### src/rtl/seg7_scan_driver.sv
// ---------------------------------------------------------------------------
// seg7_scan_driver
//
// Time-multiplexed hexadecimal driver for a common-segment 7-segment bank.
// A DIGITS-wide nibble vector and per-digit decimal points are latched on a
// load strobe, then scanned one digit per refresh slot. The first DEAD cycles
// of every slot keep all digit enables off so the previous digit's segment
// pattern can never ghost onto the next one. Leading zero digits can be
// suppressed, and all display outputs can be driven active-low or
// active-high.
//
// Parameters
//   DIGITS        number of scanned digits (>= 1)
//   REFRESH_DIV   clock cycles per digit slot (>= 2)
//   DEAD          off cycles at the start of every slot (0 <= DEAD < REFRESH_DIV)
//   ACTIVE_LOW    1: segments/dp/digit_en active-low, 0: active-high
//   LEADING_BLANK 1: suppress leading zero digits
//
// Ports
//   clk         in   system clock, rising edge
//   rst_n       in   asynchronous active-low reset
//   load        in   capture value/dp_in on this rising edge
//   value       in   4*DIGITS nibbles, digit 0 is least significant
//   dp_in       in   decimal point request per digit
//   blank       in   level, forces every display output to its off state
//   segments    out  bit6=a ... bit0=g, registered
//   dp          out  decimal point of the active digit, registered
//   digit_en    out  one-hot digit select or all off, registered
//   frame_done  out  one-cycle active-high pulse when the last digit's slot ends
// ---------------------------------------------------------------------------
module seg7_scan_driver #(
   parameter int DIGITS        = 4,
   parameter int REFRESH_DIV   = 50000,
   parameter int DEAD          = 2,
   parameter int ACTIVE_LOW    = 1,
   parameter int LEADING_BLANK = 1
) (
   input  logic                  clk,
   input  logic                  rst_n,
   input  logic                  load,
   input  logic [4*DIGITS-1:0]   value,
   input  logic [DIGITS-1:0]     dp_in,
   input  logic                  blank,
   output logic [6:0]            segments,
   output logic                  dp,
   output logic [DIGITS-1:0]     digit_en,
   output logic                  frame_done
);

   localparam int DIV_W = (REFRESH_DIV > 1) ? $clog2(REFRESH_DIV) : 1;
   localparam int IDX_W = (DIGITS > 1) ? $clog2(DIGITS) : 1;

   localparam logic [DIV_W-1:0] DIV_LAST = DIV_W'(REFRESH_DIV - 1);
   localparam logic [IDX_W-1:0] IDX_LAST = IDX_W'(DIGITS - 1);
   localparam logic [DIV_W-1:0] DEAD_END = DIV_W'(DEAD);

   // Polarity mask: XOR-ing a logical value with this gives the pin value.
   localparam logic POL = (ACTIVE_LOW != 0);

   localparam logic [6:0]        SEG_OFF = {7{POL}};
   localparam logic [DIGITS-1:0] EN_OFF  = {DIGITS{POL}};

   // -----------------------------------------------------------------------
   // Registers
   // -----------------------------------------------------------------------
   logic [4*DIGITS-1:0] r_valQ;
   logic [DIGITS-1:0]   r_dpQ;
   logic [DIV_W-1:0]    r_div;
   logic [IDX_W-1:0]    r_idx;

   logic [6:0]          r_segments;
   logic                r_dp;
   logic [DIGITS-1:0]   r_digitEn;
   logic                r_frameDone;

   // -----------------------------------------------------------------------
   // Combinational helpers
   // -----------------------------------------------------------------------
   logic [3:0]          w_nibble [DIGITS];
   logic [DIGITS-1:0]   w_blankMask;
   logic                w_zeroAbove;
   logic                w_dpAbove;
   logic                w_slotEnd;
   logic                w_frameEnd;
   logic                w_inDead;
   logic                w_off;
   logic [3:0]          w_curNibble;
   logic [6:0]          w_glyph;
   logic [6:0]          w_segLogic;
   logic                w_dpLogic;
   logic [DIGITS-1:0]   w_enLogic;

   // Logical (active-high) glyph for one hex nibble, bit6=a ... bit0=g.
   function automatic logic [6:0] glyphOf(input logic [3:0] nib);
      logic [6:0] g;
      case (nib)
         4'h0:    g = 7'b1111110;
         4'h1:    g = 7'b0110000;
         4'h2:    g = 7'b1101101;
         4'h3:    g = 7'b1111001;
         4'h4:    g = 7'b0110011;
         4'h5:    g = 7'b1011011;
         4'h6:    g = 7'b1011111;
         4'h7:    g = 7'b1110000;
         4'h8:    g = 7'b1111111;
         4'h9:    g = 7'b1111011;
         4'hA:    g = 7'b1110111;
         4'hB:    g = 7'b0011111;
         4'hC:    g = 7'b1001110;
         4'hD:    g = 7'b0111101;
         4'hE:    g = 7'b1001111;
         default: g = 7'b1000111;
      endcase
      return g;
   endfunction

   for (genvar g = 0; g < DIGITS; g++) begin : g_nibble
      assign w_nibble[g] = r_valQ[4*g +: 4];
   end

   // Walk from the most significant digit down: a digit is a leading zero
   // while every nibble at or above it is zero, unless a decimal point is
   // requested at or above it (a dp must stay visible, and so must the
   // digits below it, e.g. "0.05").
   always_comb begin
      w_blankMask = '0;
      w_zeroAbove = 1'b1;
      w_dpAbove   = 1'b0;
      for (int i = DIGITS - 1; i >= 0; i--) begin
         w_zeroAbove    = w_zeroAbove & (w_nibble[i] == 4'h0);
         w_dpAbove      = w_dpAbove | r_dpQ[i];
         w_blankMask[i] = (LEADING_BLANK != 0) && (i != 0) && w_zeroAbove && !w_dpAbove;
      end
   end

   assign w_slotEnd   = (r_div == DIV_LAST);
   assign w_frameEnd  = w_slotEnd && (r_idx == IDX_LAST);
   assign w_inDead    = (DEAD > 0) && (r_div < DEAD_END);

   assign w_off       = blank | w_inDead | w_blankMask[r_idx];
   assign w_curNibble = w_nibble[r_idx];
   assign w_glyph     = glyphOf(w_curNibble);

   assign w_segLogic  = w_off ? 7'h00 : w_glyph;
   assign w_dpLogic   = w_off ? 1'b0  : r_dpQ[r_idx];
   assign w_enLogic   = w_off ? '0    : (DIGITS'(1) << r_idx);

   // -----------------------------------------------------------------------
   // Display value latch. A new load simply overwrites the previous one.
   // -----------------------------------------------------------------------
   always_ff @(posedge clk or negedge rst_n) begin
      if (!rst_n) begin
         r_valQ <= '0;
         r_dpQ  <= '0;
      end else if (load) begin
         r_valQ <= value;
         r_dpQ  <= dp_in;
      end
   end

   // -----------------------------------------------------------------------
   // Scan counters. They free-run regardless of blank so that releasing
   // blank resumes in the correct phase.
   // -----------------------------------------------------------------------
   always_ff @(posedge clk or negedge rst_n) begin
      if (!rst_n) begin
         r_div <= '0;
         r_idx <= '0;
      end else if (w_slotEnd) begin
         r_div <= '0;
         r_idx <= (r_idx == IDX_LAST) ? '0 : r_idx + 1'b1;
      end else begin
         r_div <= r_div + 1'b1;
      end
   end

   // -----------------------------------------------------------------------
   // Registered outputs, polarity applied before the flops so the pins are
   // glitch-free and reset straight into the off state.
   // -----------------------------------------------------------------------
   always_ff @(posedge clk or negedge rst_n) begin
      if (!rst_n) begin
         r_segments  <= SEG_OFF;
         r_dp        <= POL;
         r_digitEn   <= EN_OFF;
         r_frameDone <= 1'b0;
      end else begin
         r_segments  <= {7{POL}} ^ w_segLogic;
         r_dp        <= POL ^ w_dpLogic;
         r_digitEn   <= {DIGITS{POL}} ^ w_enLogic;
         r_frameDone <= w_frameEnd;
      end
   end

   assign segments   = r_segments;
   assign dp         = r_dp;
   assign digit_en   = r_digitEn;
   assign frame_done = r_frameDone;

endmodule

### config.mk
export PLATFORM = sky130hd
export DESIGN_NAME = seg7_scan_driver
export DESIGN_NICKNAME = d
export VERILOG_FILES = /design/src/rtl/seg7_scan_driver.sv
export SDC_FILE = /design/constraint.sdc
export NUM_CORES = 1
export LEC_CHECK = 0
export BUFFER_PORTS_ARGS = -buffer_cell sky130_fd_sc_hd__clkbuf_2
export CORE_MARGIN = 1
export CORE_UTILIZATION = 35
export DETAILED_ROUTE_END_ITERATION = 8
export PLACE_DENSITY = 0.6
export SLEW_MARGIN = 30
export SYNTH_ARGS = -nofsm -noshare
export SYNTH_HDL_FRONTEND = slang
export SYNTH_SLANG_ARGS = --single-unit
### constraint.sdc
create_clock -name clk -period 4.4 [get_ports clk]
set_clock_uncertainty 0.2 [all_clocks]
set_input_delay 0.44 -clock clk [delete_from_list [all_inputs] [get_ports clk]]
set_output_delay 0.44 -clock clk [all_outputs]
set_load 0.03 [all_outputs]
==> results.json <==
{
  "run_status": "finished, final reports clean",
  "netlist_top_cells_area": "sky130_fd_sc_hd__dfrtp_1 (38%), sky130_fd_sc_hd__dfstp_2 (12%), sky130_fd_sc_hd__mux2_2 (8.7%), sky130_fd_sc_hd__ha_1 (5.3%), sky130_fd_sc_hd__mux4_2 (4.4%)",
  "grt_util_met2": 0.195,
  "yosysTopAreaCellShare": 0.377,
  "min_period_over_period": 0.573,
  "timing.max_slew.rel_slack": 0.665,
  "initial_utilization": 0.370,
  "groute.usage.overall": 0.137,
  "antenna_cell_count": 0,
  "cp.arrival_ns": 2.54,
  "worst-path-max-fanout": 12,
  "post_route_cells_drive_above_1_share": 0.331,
  "grt_overflow_total": 0,
  "synth_cell_types": 43,
  "estimated_wirelength_of_the_detail_placed_design_mm": 3.40,
  "drt_iter0_drc": 85,
  "hp-start": "value[2]",
  "mappedNetlistArea_sq_um": 2590,
  "power_density_nw_per_um2": 335,
  "syn_avg_cell_area_sq_um": 11.6,
  "ant_nets": 0,
  "hold_viol_final": 0,
  "finalCoreUtilization": 0.422,
  "critical_path.endpoint_type": "flop",
  "number_of_pins_with_negative_max_slew_slack_in_the_final_report": 0,
  "timing.reg2reg.setup_slack_ns": 1.88,
  "final_design_area_no_fill_sq_um": 2940,
  "tritoncts.num_buffers": 5,
  "drt-wirelength-per-cell_microns": 13.0,
  "static_power_due_to_leakage_uw": 0.00128,
  "finalWirelength_mm": 4.63,
  "cts.repair.resized": 0,
  "number_of_enable_type_register_cells_in_the_synthesized_netlist": 0,
  "min_delay_path_depth": 3,
  "number_of_setup_violations_in_the_final_report": 0,
  "layout.cells.non_filler": 356,
  "maximum_number_of_pins_on_one_net_before_global_route_repair": 42,
  "postSynth.topFlopCell": "sky130_fd_sc_hd__dfrtp_1",
  "core_sq_um": 6980,
  "critPathRequiredTime_ns": 4.42,
  "syn2layout_area_growth_pct": 13.8,
  "drt-pass1-iter-count": 4,
  "place_area_sq_um": 2820,
  "ys_seq_area_frac": 0.499,
  "crit_type": "flop to flop",
  "global_route.usage.met3": 0.0349,
  "clockBufferDepth": 2,
  "reg2regPathDepth": 6,
  "nFillCells": 712,
  "rr_endpoint": "segments[6]",
  "r2r-start": "r_idx[0]",
  "htree_num_levels": 2,
  "timing.final.crit_period_ns": 2.52,
  "synthesis.yosys.warnings": 0,
  "place.port_buffers": 36,
  "setup_tns_ns": 0,
  "clkSlewWorstSetupHoldPaths_ns": 0.09,
  "worst-slew-pin-transition_ns": 0.502,
  "cts.sink_count": 51,
  "instance_count_of_the_mapped_netlist": 222,
  "multi_input_area_sq_um": 1200,
  "clk-insertion-delay-late_ns": 0.30,
  "die-area_sq_um": 7740,
  "cell_taking_the_most_area_after_synthesis": "sky130_fd_sc_hd__dfrtp_1",
  "max_freq_ghz": 0.397,
  "number_of_antenna_violations_at_the_first_check_in_global_routing": 0,
  "busiest_layer": "met1",
  "synthMostInstantiatedCell": "sky130_fd_sc_hd__dfrtp_1",
  "met1_usage_in_global_routing": 0.200,
  "ys_ff_latch": 51,
  "number_of_global_route_vias_before_repair": 1629,
  "std_cell_rows": 30,
  "die_w_microns": 88.0,
  "cts-root-buf": "sky130_fd_sc_hd__clkbuf_8",
  "route.vias.total": 1703,
  "ir_drop_mv": 0.224,
  "synth_common_cells": "sky130_fd_sc_hd__dfrtp_1 (39), sky130_fd_sc_hd__nand2_1 (26), sky130_fd_sc_hd__mux2_2 (20)",
  "cts_tree": "built",
  "placed_cells": 347,
  "critical_path_start_type": "flop",
  "grt_setup_unrepaired": "false",
  "routability_driven_placement_congestion_ratio": 0.819,
  "floorplan.die.height_microns": 88.0,
  "numnets_final": 294,
  "routed_via_density": 4.78,
  "maxCapViolations": 0,
  "count_of_buffers_added_by_post_cts_timing_repair_for_setup": 0,
  "drt_drc_violations_left": 0,
  "worst_hold_path.endpoint": "r_valQ[2]",
  "worst_setup_path_startpoint": "r_idx[0]",
  "layout.area.seq_sq_um": 1290,
  "syn_nets": 257,
  "asyncSetResetFlopFracSynth": 1.00,
  "hold_class": "primary input to flop",
  "grt_first_pass_wirelength_mm": 8.09,
  "floorplan.io_pins": 37,
  "final.hold.worst_slack_ns": 0.144
}
==> cell type report <==
type / count / share of cell area
sequential: 51 / 0.439
multi-input combinational: 156 / 0.407
timing repair buffer: 38 / 0.0672
tap: 96 / 0.0408
clock buffer: 6 / 0.0247
clock inverter: 2 / 0.0128
inverter: 7 / 0.00893
==> kinds of logic (layout without fill, tap and decap cells) <==
family | Yosys count | in the layout | share of synthesized area
mux | 26 | 26 | 0.134
simple gates | 79 | 79 | 0.158
compound gates | 24 | 24 | 0.0629
fa+ha+maj | 11 | 11 | 0.0532
xor+xnor | 16 | 16 | 0.0542
flops | 51 | 51 | 0.499
buf+inv | 15 | 53 | 0.0377
==> worst max path at each step <==
stage | endpoint | slack [ns] | depth (start not counted)
2_1_floorplan | segments[6] | 2.27 | 7
3_3_place_gp | segments[6] | 2.01 | 6
3_5_place_dp | segments[6] | 1.90 | 6
4_1_cts | segments[6] | 1.87 | 6
5_1_grt | segments[6] | 1.70 | 6
6_report | segments[6] | 1.88 | 6
==> sequential cells by signal (all words and copies together), names as in the netlist <==
| name | count |
|---|---|
| dp | 1 |
| r_div | 16 |
| r_idx | 2 |
| segments | 7 |
| frame_done | 1 |
| digit_en | 4 |
| r_valQ | 16 |
| r_dpQ | 4 |
==> per-layer routing <==
layer  share of wire  up-vias
met1            0.53      801
met4           0.011        0
met5               0        -
met3           0.051        4
met2            0.41       41
li1                -      857
==> cells in the final DEF (no fill, tap or decap), drive strengths merged, types with 5 or more instances in the layout <==
cell type,Yosys,layout
xor2,8,8
nor2,16,16
mux4,5,5
mux2,20,20
o21ai,10,10
ha,11,11
dfstp,12,12
inv,7,7
nor4,5,5
nand3,8,8
clkbuf,4,42
xnor2,8,8
and3,6,6
dfrtp,39,39
nand2,26,26
==> power by group <==
group	switching (uW)	internal (uW)	total (uW)
Sequential	22.2	502	524
Combinational	73.2	60.6	134
Clock	157	170	327
==> stage by stage <==
stage	worst slack, ns	power (uW)
floorplan	2.27	623
global placement	2.01	666
detailed placement	1.90	668
CTS	1.87	998
global route	1.70	1040
finish	1.88	985
==> critical path: stages, from the launching register on <==
cell and delay, ns:
sky130_fd_sc_hd__dfrtp_1 0.67, sky130_fd_sc_hd__mux4_2 0.66, sky130_fd_sc_hd__inv_1 0.14, sky130_fd_sc_hd__ha_1 0.27, sky130_fd_sc_hd__o32a_1 0.20, sky130_fd_sc_hd__nor2_1 0.04
sky130_fd_sc_hd__o31ai_1 0.26
==> repair_timing <==
action	in CTS	in global routing
endpoints found under the setup margin	0	0
endpoints found under the hold margin	10	0
hold buffers	1	0
Power figures use the tool's default switching activity.
